File: src/rtl/mvm_pkg.sv
// mvm_pkg -- shared defaults and index-width helper for the MVM row path (rev 1.0)
`default_nettype none

package mvm_pkg;

  localparam int DEF_IWIDTH     = 32;
  localparam int DEF_OWIDTH     = 32;
  localparam int DEF_NUM_CHUNKS = 4;
  localparam int DEF_NUM_ROWS   = 8;
  localparam int DEF_FIFO_DEPTH = 4;

  // Never returns zero, so a count of one still yields a legal vector width
  function automatic int idx_bits(input int n);
    return (n > 1) ? $clog2(n) : 1;
  endfunction

endpackage

`default_nettype wire

File: src/rtl/mvm_result_fifo.sv
// mvm_result_fifo -- synchronous result FIFO; push is accepted when full if a pop
// happens in the same cycle (rev 1.0)
`default_nettype none

module mvm_result_fifo
  import mvm_pkg::*;
#(
  parameter int WIDTH = 8,
  parameter int DEPTH = 4
) (
  input  logic             clk,
  input  logic             rst,
  input  logic             clear,
  input  logic             push,
  input  logic             pop,
  input  logic [WIDTH-1:0] wdata,
  output logic [WIDTH-1:0] rdata,
  output logic             full,
  output logic             empty
);

  localparam int PW = idx_bits(DEPTH);

  logic [WIDTH-1:0] mem [DEPTH];
  logic [PW-1:0]    rd_ptr;
  logic [PW-1:0]    wr_ptr;
  logic [PW:0]      count;
  logic             do_push;
  logic             do_pop;

  assign full    = (count == (PW+1)'(DEPTH));
  assign empty   = (count == '0);
  assign do_pop  = pop && !empty && !clear;
  assign do_push = push && !clear && (!full || do_pop);

  // Gated so the read port shows zero rather than stale storage when empty
  assign rdata = empty ? '0 : mem[rd_ptr];

  always_ff @(posedge clk) begin
    if (do_push) mem[wr_ptr] <= wdata;
  end

  always_ff @(posedge clk or posedge rst) begin
    if (rst) begin
      rd_ptr <= '0;
      wr_ptr <= '0;
      count  <= '0;
    end else if (clear) begin
      rd_ptr <= '0;
      wr_ptr <= '0;
      count  <= '0;
    end else begin
      if (do_push) wr_ptr <= (wr_ptr == PW'(DEPTH-1)) ? '0 : wr_ptr + PW'(1);
      if (do_pop)  rd_ptr <= (rd_ptr == PW'(DEPTH-1)) ? '0 : rd_ptr + PW'(1);
      count <= count + (PW+1)'(do_push) - (PW+1)'(do_pop);
    end
  end

endmodule

`default_nettype wire

File: src/rtl/mvm_row_accumulator.sv
// mvm_row_accumulator -- sums NUM_CHUNKS signed partials per matrix row and queues
// (sum, row index) for downstream (rev 1.0)
`default_nettype none

module mvm_row_accumulator
  import mvm_pkg::*;
#(
  parameter int IWIDTH     = DEF_IWIDTH,
  parameter int OWIDTH     = DEF_OWIDTH,
  parameter int NUM_CHUNKS = DEF_NUM_CHUNKS,
  parameter int NUM_ROWS   = DEF_NUM_ROWS,
  parameter int FIFO_DEPTH = DEF_FIFO_DEPTH
) (
  input  logic                          clk,
  input  logic                          rst,
  input  logic                          clear,
  input  logic                          ivalid,
  input  logic [IWIDTH-1:0]             idata,
  output logic                          ovalid,
  input  logic                          oready,
  output logic [OWIDTH-1:0]             odata,
  output logic [idx_bits(NUM_ROWS)-1:0] orow,
  output logic                          overflow,
  output logic                          frame_done
);

  localparam int RW = idx_bits(NUM_ROWS);
  localparam int CW = idx_bits(NUM_CHUNKS);
  localparam int FW = OWIDTH + RW;

  logic signed [OWIDTH-1:0] acc;
  logic signed [OWIDTH-1:0] ext;
  logic signed [OWIDTH-1:0] sum;
  logic [CW-1:0]            chunk_cnt;
  logic [RW-1:0]            row_cnt;
  logic                     last_chunk;
  logic                     push;
  logic                     pop;
  logic                     full;
  logic                     empty;
  logic [FW-1:0]            rdata;

  assign ext        = OWIDTH'($signed(idata));
  assign last_chunk = (chunk_cnt == CW'(NUM_CHUNKS-1));
  // Chunk 0 loads rather than adds, so no explicit accumulator clear is needed between rows
  assign sum        = (chunk_cnt == '0) ? ext : acc + ext;
  assign push       = ivalid && !clear && last_chunk;
  assign pop        = !empty && oready;

  assign ovalid        = !empty;
  assign {odata, orow} = rdata;

  mvm_result_fifo #(
    .WIDTH (FW),
    .DEPTH (FIFO_DEPTH)
  ) u_fifo (
    .clk   (clk),
    .rst   (rst),
    .clear (clear),
    .push  (push),
    .pop   (pop),
    .wdata ({sum, row_cnt}),
    .rdata (rdata),
    .full  (full),
    .empty (empty)
  );

  always_ff @(posedge clk or posedge rst) begin
    if (rst) begin
      acc        <= '0;
      chunk_cnt  <= '0;
      row_cnt    <= '0;
      overflow   <= 1'b0;
      frame_done <= 1'b0;
    end else if (clear) begin
      acc        <= '0;
      chunk_cnt  <= '0;
      row_cnt    <= '0;
      overflow   <= 1'b0;
      frame_done <= 1'b0;
    end else begin
      frame_done <= pop && (orow == RW'(NUM_ROWS-1));
      if (push && full && !pop) overflow <= 1'b1;
      if (ivalid) begin
        acc <= sum;
        if (last_chunk) begin
          chunk_cnt <= '0;
          row_cnt   <= (row_cnt == RW'(NUM_ROWS-1)) ? '0 : row_cnt + RW'(1);
        end else begin
          chunk_cnt <= chunk_cnt + CW'(1);
        end
      end
    end
  end

endmodule

`default_nettype wire
File: config.mk
export PLATFORM = sky130hd
export DESIGN_NAME = mvm_row_accumulator
export DESIGN_NICKNAME = d
export VERILOG_FILES = /design/src/rtl/mvm_pkg.sv /design/src/rtl/mvm_result_fifo.sv /design/src/rtl/mvm_row_accumulator.sv
export SDC_FILE = /design/constraint.sdc
export NUM_CORES = 1
export LEC_CHECK = 0
export CORE_MARGIN = 5
export CORE_UTILIZATION = 63
export CTS_BUF_LIST = sky130_fd_sc_hd__clkbuf_4 sky130_fd_sc_hd__clkbuf_8 sky130_fd_sc_hd__clkbuf_16
export DETAILED_ROUTE_END_ITERATION = 10
export PLACE_DENSITY = 0.84
export SYNTH_ARGS = -nofsm -noshare
export SYNTH_HDL_FRONTEND = slang
export SYNTH_SLANG_ARGS = --single-unit
export TNS_END_PERCENT = 20
File: constraint.sdc
create_clock -name clk -period 5.35 [get_ports clk]
set_input_delay 0.535 -clock clk [delete_from_list [all_inputs] [get_ports clk]]
set_output_delay 0.535 -clock clk [all_outputs]
set_load 0.1 [all_outputs]
==> flow_summary.yaml <==
critical_path:
  crit_path_max_fanout: 25
  timing.setup.critical_path_class: "reg -> out"
  cpMaxStageDelayCell: "sky130_fd_sc_hd__clkdlybuf4s50_1"
  crit_path_end_kind: "primary output"
  worst_path_max_stage_delay_ns: 0.97
  worst_setup_start_kind: "flop"
  worst-r2r-setup-slack_ns: 2.09
  worstPathCellList: "buf_4 -> mux4_2 -> and2_1 -> clkdlybuf4s50_1"
  cell_family_with_most_cp_delay: "buffers and inverters"
  cp_data_required_time_ns: 4.82
  timing.critical_path.arrival_ns: 3.52
  timing.critical_path.buf_inv: 2
timing:
  post_layout_minimum_cycle_time_ns: 4.052
  fin_worst_skew_ns: 0.01668
  slew_viol_final: 0
  fin_hold_ws_ns: 0.5301
  worst_pin_slew_ns: 1.013
  report.final.hold_viol_count: 0
  slew_headroom_pct: 32.24
  setup_slack_ns: 1.298
  report.final.setup_viol: 0
  max_freq_mhz: 246.8
  rsz0062_at_grt: "no"
  setup-tns-final_ns: 0
  share_of_the_clock_period_used_by_the_worst_path_after_layout_pct: 75.74
global_route:
  grt_antenna_before_repair: 0
  number_of_global_route_vias_before_repair: 6718
  globalRouteTotalUtil_pct: 25.61
  grt_first_pass_wirelength_mm: 35.25
  grt_max_degree: 67
  globalRoute.totalOverflow: 0
power_and_ir_drop:
  power.static_leakage_nw: 4.130
  fin_total_pwr_w: 0.004987
  power.density_cell_area_nw_per_um2: 452.6
  peakVddDrop_v: 0.0002450
floorplan:
  floorplan.core_area_um2: 14640
  chipWidth_um: 132.7
  die-height_um: 132.7
  io_pins: 75
  fp-row-count: 44
  initial_core_util_pct: 64.80
  design.die.area_um2: 17620
finish:
  ff_latch_area_um2: 5356
  final.fill_count: 893
  multiInputGateArea_um2: 3929
  postLayoutCoreUtil_pct: 75.23
  antennaDiodeCount: 0
  synthToLayoutAreaGrowth_pct: 16.10
  final_net_count: 901
  layout-drive-gt1-share_pct: 11.28
drt:
  detail_route.vias_per_cell: 6.452
  drtIter0Drc: 634
  remaining_drc_errors: 0
  route.antenna.remaining_nets: 0
  totalWireLength_mm: 21.88
  wl_per_cell_um: 21.51
  drt_pass1_iterations: 5
  vias: 6562
clock_tree:
  cts_post_setup_buffers_inserted: 0
  numClockSinks: 186
  tritoncts: "built"
  cts.hold.buffers_added: 0
  htreeDepth: 4
  cts.clk_slew.worst_paths_ns: 0.07
  tritoncts.num_buffers: 17
  max-clock-path-buffers: 2
  postCtsResizedCells: 0
  insertion_delay_ns: 0.43
  clock_tree.root_cell: "sky130_fd_sc_hd__clkbuf_16"
logic_synthesis:
  yosysWarningCount: 0
  dominantRegCellSynth: "sky130_fd_sc_hd__edfxtp_1"
  postSynthCellCount: 752
  synth-async-reset-ratio_pct: 24.73
  synthTopCellsByCount: "140 x sky130_fd_sc_hd__edfxtp_1, 67 x sky130_fd_sc_hd__nor2_1, 65 x sky130_fd_sc_hd__nand2_1"
  synth_area_um2: 9489
  synth_most_common_cell: "sky130_fd_sc_hd__edfxtp_1"
  ranking_of_synthesized_cells_by_area: "sky130_fd_sc_hd__edfxtp_1 44%, sky130_fd_sc_hd__dfrtp_1 12%, sky130_fd_sc_hd__mux4_2 8.3%"
  yosys_register_bits: 186
  synth_cell_types: 64
  synth.avg_cell_area_um2: 12.62
  synth.largest_area_cell: "sky130_fd_sc_hd__edfxtp_1"
  synth_nets: 833
  yosysSeqAreaShare_pct: 56.43
  area_share_of_the_largest_cell_type_after_synthesis_pct: 44.30
  synth_enable_flop_cells: 140
placed_design:
  io_buffers: 74
  detailedPlace.worstSlack_ns: 1.606
  place_congestion: 0.9858
  dpl.hpwl_mm: 13.84
worst_hold_path:
  worstHoldPathType: "reg -> reg"
outcome:
  status: "finished, final reports clean"
job:
  maxCapViolations: 0
[worst register-to-register path: cells and delay by family (launching register included)]
kind,cells,cell delay (ns)
and+or+nand+nor,2,0.26
adders and majority gates,2,0.68
DFF,1,0.40
AOI/OAI and AO/OA,6,1.63
[power by group]
group | total (W) | internal (W) | switching, W
logic | 0.00198 | 0.000559 | 0.00142
clock network | 0.00132 | 0.000760 | 0.000556
registers | 0.00169 | 0.00163 | 0.0000644
[layout by cell type (no fill, tap or decap), drive strengths merged, types with 11 or more instances in the layout]
cell type,n
edfxtp,140
clkdlybuf4s50,73
nor2,67
nand2,65
dfrtp,46
a21oi,44
ha,42
and2,41
o21ai,38
mux4,35
inv,23
clkbuf,19
xnor2,12
mux2i,12
buf,12
nand3,11
nor3,11
a211oi,11
a311oi,11
[through the flow]
step                      std cells  cell area (um2)
after floorplan                 752             9489
after global placement          985            10410
final                          1017            11020
after global routing           1017            11020
after detailed placement        985            10410
after CTS                      1017            11020
[layer usage]
| metal | track usage, % | part of all wire, % | vias to the layer above |
|---|---|---|---|
| li1 | - | - | 2981 |
| met1 | 34.19 | 42 | 3241 |
| met2 | 41.21 | 48 | 288 |
| met3 | 5.315 | 6.8 | 52 |
| met4 | 11.03 | 3.0 | 0 |
| met5 | 0 | 0 | - |
[path summary, 6_finish.rpt]
| kind | startpoint | end | depth (start not counted) |
|---|---|---|---|
| max in group asynchronous | rst | acc[15] | 3 |
| min reg2reg | overflow | overflow | 2 |
| min | overflow | overflow | 2 |
| max reg2reg | acc[0] | u_fifo.mem[2][31] | 10 |
| min in group asynchronous | rst | overflow | 3 |
| max | u_fifo.rd_ptr[0] | odata[12] | 4 |
[kinds of logic after synthesis]
logic type / count (synthesis) / share of synthesized area (%)
AOI/OAI and AO/OA: 166 / 11.95
xor gates and xnor gates: 20 / 1.846
adders and majority gates: 44 / 5.960
buffers and inverters: 55 / 2.189
DFF: 186 / 56.43
muxes: 49 / 9.810
and+or+nand+nor: 232 / 11.81
[state kept, by name, indices dropped and copies added (netlist names)]
signal	cells
u_fifo.mem	140
acc	32
row_cnt	3
u_fifo.count	3
chunk_cnt	2
u_fifo.rd_ptr	2
u_fifo.wr_ptr	2
frame_done	1
overflow	1
[final cells by class]
type,instances,share of cell area (%)
Inverter,19,0.6474
Tap cell,184,2.090
Sequential cell,186,48.62
Clock inverter,13,1.499
Timing Repair Buffer,85,7.428
Multi-Input combinational cell,511,35.66
Clock buffer,19,4.055
No activity file was read; power rests on OpenSTA's default activity.
